===== config.mk =====
export PLATFORM = sky130hd
export DESIGN_NAME = id_latch_rx
export DESIGN_NICKNAME = d
export VERILOG_FILES = /design/src/rtl/id_latch_rx.sv
export SDC_FILE = /design/constraint.sdc
export NUM_CORES = 1
export LEC_CHECK = 0
export ABC_AREA = 1
export CORE_UTILIZATION = 40
export CTS_BUF_LIST = sky130_fd_sc_hd__clkbuf_16
export DETAILED_ROUTE_END_ITERATION = 12
export GPL_TIMING_DRIVEN = 0
export PLACE_DENSITY = 0.78
export SKIP_LAST_GASP = 1
export SLEW_MARGIN = 20
export SYNTH_ARGS = -nofsm -noshare
export SYNTH_HDL_FRONTEND = slang
export SYNTH_SLANG_ARGS = --single-unit

===== constraint.sdc =====
create_clock -name clk -period 2.75 [get_ports clk]
set_input_delay 0.4125 -clock clk [delete_from_list [all_inputs] [get_ports clk]]
set_output_delay 0.4125 -clock clk [all_outputs]
set_load 0.01 [all_outputs]

===== src/rtl/id_latch_rx.sv =====
// IF/ID pipeline latch: captures {inst, pc} from fetch and flushes on redirect.
// Also detects load-use hazards and presents the decoded fields of the latched instruction.
module id_latch_rx #(
  parameter logic [31:0] NOP_INST = 32'h0000_0033,
  parameter logic [31:0] RESET_PC = 32'hffff_fffc
) (
  input  logic        clk,
  input  logic        rst,
  input  logic [63:0] if_id_bus_in,
  input  logic [33:0] exe_if_jmp_bus,
  input  logic        ecall_flag,
  input  logic        ex_load,
  input  logic [4:0]  ex_rd,
  output logic        stall_flag,
  output logic        id_valid,
  output logic [31:0] id_inst,
  output logic [31:0] id_pc,
  output logic [4:0]  rs1_addr,
  output logic [4:0]  rs2_addr,
  output logic [4:0]  rd_addr,
  output logic [31:0] imm
);

  localparam int unsigned XLEN = 32;
  localparam int unsigned RW   = 5;

  localparam logic [6:0] OP_LUI    = 7'b0110111;
  localparam logic [6:0] OP_AUIPC  = 7'b0010111;
  localparam logic [6:0] OP_JAL    = 7'b1101111;
  localparam logic [6:0] OP_JALR   = 7'b1100111;
  localparam logic [6:0] OP_BRANCH = 7'b1100011;
  localparam logic [6:0] OP_LOAD   = 7'b0000011;
  localparam logic [6:0] OP_STORE  = 7'b0100011;
  localparam logic [6:0] OP_IMM    = 7'b0010011;
  localparam logic [6:0] OP_REG    = 7'b0110011;
  localparam logic [6:0] OP_SYSTEM = 7'b1110011;

  typedef enum logic [1:0] {
    S_DROP  = 2'd0,
    S_RUN   = 2'd1,
    S_STALL = 2'd2
  } state_t;

  state_t          r_state;
  logic [XLEN-1:0] r_inst;
  logic [XLEN-1:0] r_pc;
  logic [XLEN-1:0] r_imm;
  logic            r_valid;

  logic [6:0]      w_opcode;
  logic            w_flush;
  logic            w_uses_rs1;
  logic            w_uses_rs2;
  logic            w_hazard;
  logic            w_stall;
  logic            w_unused_jmp;

  // Sign-extended immediate for any instruction word
  function automatic logic [XLEN-1:0] imm_decode(input logic [XLEN-1:0] inst);
    logic [XLEN-1:0] v;
    v = '0;
    case (inst[6:0])
      OP_IMM, OP_LOAD, OP_JALR, OP_SYSTEM:
        v = {{20{inst[31]}}, inst[31:20]};
      OP_STORE:
        v = {{20{inst[31]}}, inst[31:25], inst[11:7]};
      OP_BRANCH:
        v = {{19{inst[31]}}, inst[31], inst[7], inst[30:25], inst[11:8], 1'b0};
      OP_LUI, OP_AUIPC:
        v = {inst[31:12], 12'b0};
      OP_JAL:
        v = {{11{inst[31]}}, inst[31], inst[19:12], inst[20], inst[30:21], 1'b0};
      default:
        v = '0;
    endcase
    return v;
  endfunction

  // Only the redirect flags matter here; the jump target is consumed by fetch
  assign w_unused_jmp = ^exe_if_jmp_bus[32:1];

  assign w_opcode   = r_inst[6:0];
  assign w_flush    = exe_if_jmp_bus[33] | exe_if_jmp_bus[0] | ecall_flag;
  assign w_uses_rs1 = !((w_opcode == OP_LUI) || (w_opcode == OP_AUIPC) || (w_opcode == OP_JAL));
  assign w_uses_rs2 = (w_opcode == OP_REG) || (w_opcode == OP_STORE) || (w_opcode == OP_BRANCH);

  assign w_hazard = ex_load && (ex_rd != RW'(0)) &&
                    ((w_uses_rs1 && (ex_rd == r_inst[19:15])) ||
                     (w_uses_rs2 && (ex_rd == r_inst[24:20])));

  // Fetch must see the stall in the same cycle, so it stays combinational
  assign w_stall = (r_state == S_RUN) && w_hazard && !w_flush && !rst;

  always_ff @(posedge clk) begin
    if (rst) begin
      r_state <= S_DROP;
      r_inst  <= NOP_INST;
      r_pc    <= RESET_PC;
      r_imm   <= imm_decode(NOP_INST);
      r_valid <= 1'b0;
    end else if (w_flush) begin
      r_state <= S_RUN;
      r_inst  <= NOP_INST;
      r_pc    <= RESET_PC;
      r_imm   <= imm_decode(NOP_INST);
      r_valid <= 1'b0;
    end else begin
      case (r_state)
        S_DROP: begin
          // First word after reset is stale; keep the bubble
          r_state <= S_RUN;
          r_valid <= 1'b0;
        end
        S_RUN: begin
          if (w_stall) begin
            r_state <= S_STALL;
          end else begin
            r_inst  <= if_id_bus_in[63:32];
            r_pc    <= if_id_bus_in[31:0];
            r_imm   <= imm_decode(if_id_bus_in[63:32]);
            r_valid <= 1'b1;
          end
        end
        S_STALL: begin
          r_state <= S_RUN;
        end
        default: begin
          r_state <= S_DROP;
          r_valid <= 1'b0;
        end
      endcase
    end
  end

  assign stall_flag = w_stall;
  assign id_valid   = r_valid && !w_stall;
  assign id_inst    = r_inst;
  assign id_pc      = r_pc;
  assign imm        = r_imm;
  assign rs1_addr   = r_inst[19:15];
  assign rs2_addr   = r_inst[24:20];
  assign rd_addr    = r_inst[11:7];

endmodule

**Yosys cells after proc, flatten, opt, wreduce, memory -nomap -nowiden**

Index checks and enable logic that the tools add are counted.

- Equal/unequal tests: 22
- Multiplexer cells: 6
- Bitwise operators: 4
- Reduce and logical (&&, ||, !) cells: 25

Operators with widths:

| operator | number |
|---|---|
| $pmux W32 S5 | 1 |
| $eq A7 B7 Y1 const B | 6 |
| $eq A7 B6 Y1 const B | 5 |
| $eq A7 B5 Y1 const B | 3 |
| $eq A5 B5 Y1 | 2 |
| $logic_and A1 B1 Y1 | 8 |
| $eq A7 B2 Y1 const B | 1 |
| $reduce_or A2 Y1 | 3 |
| $logic_or A1 B1 Y1 | 5 |
| $reduce_bool A5 Y1 | 1 |
| $logic_not A1 Y1 | 4 |
| $ne A2 B2 Y1 const B | 2 |
| $pmux W2 S2 | 1 |
| $reduce_and A2 Y1 | 2 |
| $reduce_or A4 Y1 | 1 |
| $ne A3 B3 Y1 const B | 1 |
| $eq A2 B1 Y1 const B | 1 |
| $eq A2 B2 Y1 const B | 1 |
| $logic_not A2 Y1 | 1 |
| $mux W1 | 2 |
| $mux W2 | 1 |
| $not A1 Y1 | 2 |
| $or A1 B1 Y1 | 2 |
| $pmux W1 S2 | 1 |

- Bits in registers: 99
- Input bits: 107
- Logic and storage cells: 63

**Depth between registers and ports, before layout**

- Depth after elaboration: 13
- Gate-level depth with buffers: 14
- Gate-level depth less buffers: 13

**Worst setup path after synthesis**

Ideal clock, no wire load.

- Kind: in2out
- From: input port exe_if_jmp_bus[0]
- To: output port id_valid
- Arrival time: 1465 ps
- Required time: 2338 ps
- Slack: 873 ps
- Cell stages on the path: 8
- Path buffers: 1
- Cells stage by stage: nor3_1 > inv_1 > or2_1 > nor2_1 > nand2_2 > buf_2 > inv_1 > nor2_1

- Cells in the longest elaborated chain, start to end: 7

RTL lines:

| what | RTL line | text |
|---|---|---|
| start: declaration | 10 | `input logic [33:0] exe_if_jmp_bus,` |
| $or A1 B1 Y1 (2 in a row) | 83 | `assign w_flush = exe_if_jmp_bus[33] \| exe_if_jmp_bus[0] \| ecall_flag;` |
| $logic_not A1 Y1 | 92 | `assign w_stall = (r_state == S_RUN) && w_hazard && !w_flush && !rst;` |
| $logic_and A1 B1 Y1 (2 in a row) | 92 |  |
| net stall_flag | 14 | `output logic stall_flag,` |
| $logic_not A1 Y1 | 136 | `assign id_valid = r_valid && !w_stall;` |
| $logic_and A1 B1 Y1 | 136 |  |
| end: declaration | 15 | `output logic id_valid,` |

The timed path passes the listed nets, and every way through them passes these cells.

**Final worst setup path**

- From: input port ex_rd[2]
- To: output port id_valid

- Cells in the longest elaborated chain, start to end: 9

RTL lines:

| what | RTL line | text |
|---|---|---|
| start: declaration | 13 | `input logic [4:0] ex_rd,` |
| $eq A5 B5 Y1 (on tied branches) | 88, 89 |  |
| $logic_and A1 B1 Y1 (on tied branches) | 88, 89 |  |
| $logic_or A1 B1 Y1 | 88 | `((w_uses_rs1 && (ex_rd == r_inst[19:15])) \|\|` |
| $logic_and A1 B1 Y1 (*) | 87 | `assign w_hazard = ex_load && (ex_rd != RW'(0)) &&` |
| $logic_and A1 B1 Y1 (*) (3 in a row) | 92 |  |
| $logic_not A1 Y1 (*) | 136 |  |
| $logic_and A1 B1 Y1 (*) | 136 |  |

Every way passes the cells marked *; elsewhere a longest branch is shown, timed or not.

==> flow_summary.yaml <==
synthesis:
  syn_nets: 789
  synth_top_area_share_pct: 41.8
  syn_inst: 682
  seq_area_frac_synth_pct: 41.8
  netlist_area_um2: 4740
  ys_top_cells_by_area: "dfxtp_1, nand3_1, nand2_1"
  synth_seq_cells: 99
  ys_warn_count: 0
  synth_top_area_cell: "dfxtp_1"
  syn_area_per_cell_um2: 6.96
  yosysUniqueCellTypes: 26
drt:
  vias: 5157
  drtIter0Drc: 376
  firstDrtPassIters: 5
  drtAntennaViolNets: 0
  routed_wl_mm: 14.9
  drc: 0
  wl_per_cell_um: 14.5
  vias_per_cell: 5.02
outcome:
  status: "finished, final reports clean"
global_routing:
  grt_overflow: 0
  grt_max_degree: 15
  grt_usage_pct: 24.3
  grt_pass1_vias: 4761
  antenna_found_initial: 0
  grt_pass1_wl_mm: 24.0
cts:
  cts_tree: "yes"
  max-clock-path-buffers: 2
  htree_num_levels: 3
  clk_latency_ps: 340
  clk_pin_slew_ps: 60
  cts-root-buf: "clkbuf_16"
  clock_sinks: 99
  hold_buffers: 0
  cts_buffers: 9
timing:
  drv_slew: 0
  fin_crit_ps: 2330
  setup_violations: 0
  slew_headroom_pct: 44.0
  period_share_pct: 84.8
  hold_viol_final: 0
  max_clock_freq_ghz: 0.429
  fin_skew_ps: 6.72
  holdWs_ps: 455
  worst_pin_slew_ps: 832
  rsz0062_at_grt: "false"
cells_and_area:
  drive_gt1_share_pct: 8.26
  finish.net_count: 987
  syn2layout_area_growth_pct: 49.7
  final_common_cell: "nand3_1"
  diodes: 0
  final_cell_mix: "nand3_1, clkdlybuf4s50_1, nand2_1, dfxtp_1, a21oi_1"
  design_area_um2: 7100
  final_util_pct: 61.9
worst_setup_path:
  crit_type: "input pin to primary output"
  crit_arrival_ps: 1920
  critPathMaxFanout: 10
  crit_path_end_kind: "primary output"
  r2r_setup_slack_ps: 780
  start_kind: "input pin"
  crit_required_ps: 2340
floorplan:
  ioPinCount: 220
  floorplan.initialDensity_pct: 41.4
  dieArea_um2: 12300
  die_h_um: 111
  core-area_um2: 11500
  num_rows: 39
  die-width_um: 111
power_and_ir_drop:
  ir_drop_v: 0.000390
  power.density_nw_per_um2: 432
  p_leak_uw: 0.00297
placement:
  place_area_um2: 6790
  gp_congestion: 0.882
  dpl.hpwl_mm: 11.1
  io_buffers: 186
worst_hold_path:
  min_path_type: "register to register"
flow_run:
  maxCapViolations: 0
==> per-stage QoR <==
step / setup WS (ps) / std cells / TNS, ps / total power [uW]
detailed placement: -175 / 1011 / -335 / 1890
global placement: -176 / 1011 / -328 / 1890
CTS: 60.7 / 1027 / 0 / 3090
global route: 282 / 1027 / 0 / 3180
finish: 417 / 1027 / 0 / 3070
floorplan: 873 / 682 / 0 / 1670
==> repair_timing <==
item | in CTS | in global routing
setup buffers | 1 | 0
resized for setup | 3 | 6
pin swaps | 1 | 1
setup endpoints to repair | 2 | 2
==> power breakdown <==
group,internal (uW),switching [uW],total (uW)
Sequential,1450,10.2,1460
Clock,687,520,1210
Combinational,196,205,401
==> final timing paths <==
path,startpoint,to,cells past startpoint
hold / removal,id_pc[28]$_SDFFE_PP1P_,id_pc[28]$_SDFFE_PP1P_,2
setup / recovery,ex_rd[2],id_valid,11
setup reg to reg,id_inst[0]$_SDFFE_PP1P_,imm[29]$_SDFFE_PP0P_,13
hold reg to reg,id_pc[28]$_SDFFE_PP1P_,id_pc[28]$_SDFFE_PP1P_,2
==> layer usage <==
metal  up-vias  track usage [%]  wire (um)
met2       200             38.9       6710
li1       2622                -          -
met1      2310             32.1       6810
met3        25             5.69       1080
met5         -                0          0
met4         0             8.27        301
==> Yosys cell counts <==
library cell	n
a21oi_1	53
buf_1	6
buf_2	13
buf_4	23
buf_6	5
clkbuf_1	17
clkinv_1	1
dfxtp_1	99
inv_1	31
inv_2	3
nand2_1	171
nand2_2	5
nand2_4	2
nand3_1	198
nand3_2	2
nand4_1	1
nor2_1	33
nor2_2	3
nor2_4	1
nor3_1	3
nor3_4	1
nor4_1	1
o21ai_0	1
or2_1	1
xnor2_1	6
xor2_1	2
==> state kept, by name, indices dropped and copies added (netlist names) <==
| signal | count |
|---|---|
| id_inst | 32 |
| id_pc | 32 |
| imm | 32 |
| r_state | 2 |
| r_valid | 1 |
==> area by class of cell <==
type / count / area, um^2
plain buffers: 64 / 383
clock buffers: 9 / 225
clock inverters: 6 / 52.6
fillers: 1024 / 4360
inverters: 35 / 131
multi-input cells: 484 / 2270
flip-flops and latches: 99 / 1980
well taps: 143 / 179
repair buffers: 187 / 1880
==> cells by family (layout without fill, tap and decap cells) <==
family                    Yosys count  count (layout)  synth area share (%)
AOI/OAI and AO/OA                  54              54                  5.70
xor gates and xnor gates            8               8                  1.48
buffers and inverters              99             301                  10.8
DFF                                99              99                  41.8
and+or+nand+nor                   422             422                  40.3
==> worst max-delay path, cell delays in order <==
cell and delay, ps:
clkdlybuf4s50_1 540, xnor2_1 130, nand2_1 60, nor2_1 120, nand2_1 60, nand2_1 100, nand2_4 60, buf_4 170
inv_1 70, nor2_1 30, dlymetal6s2s_1 160
(Power assumes the default switching activity.)
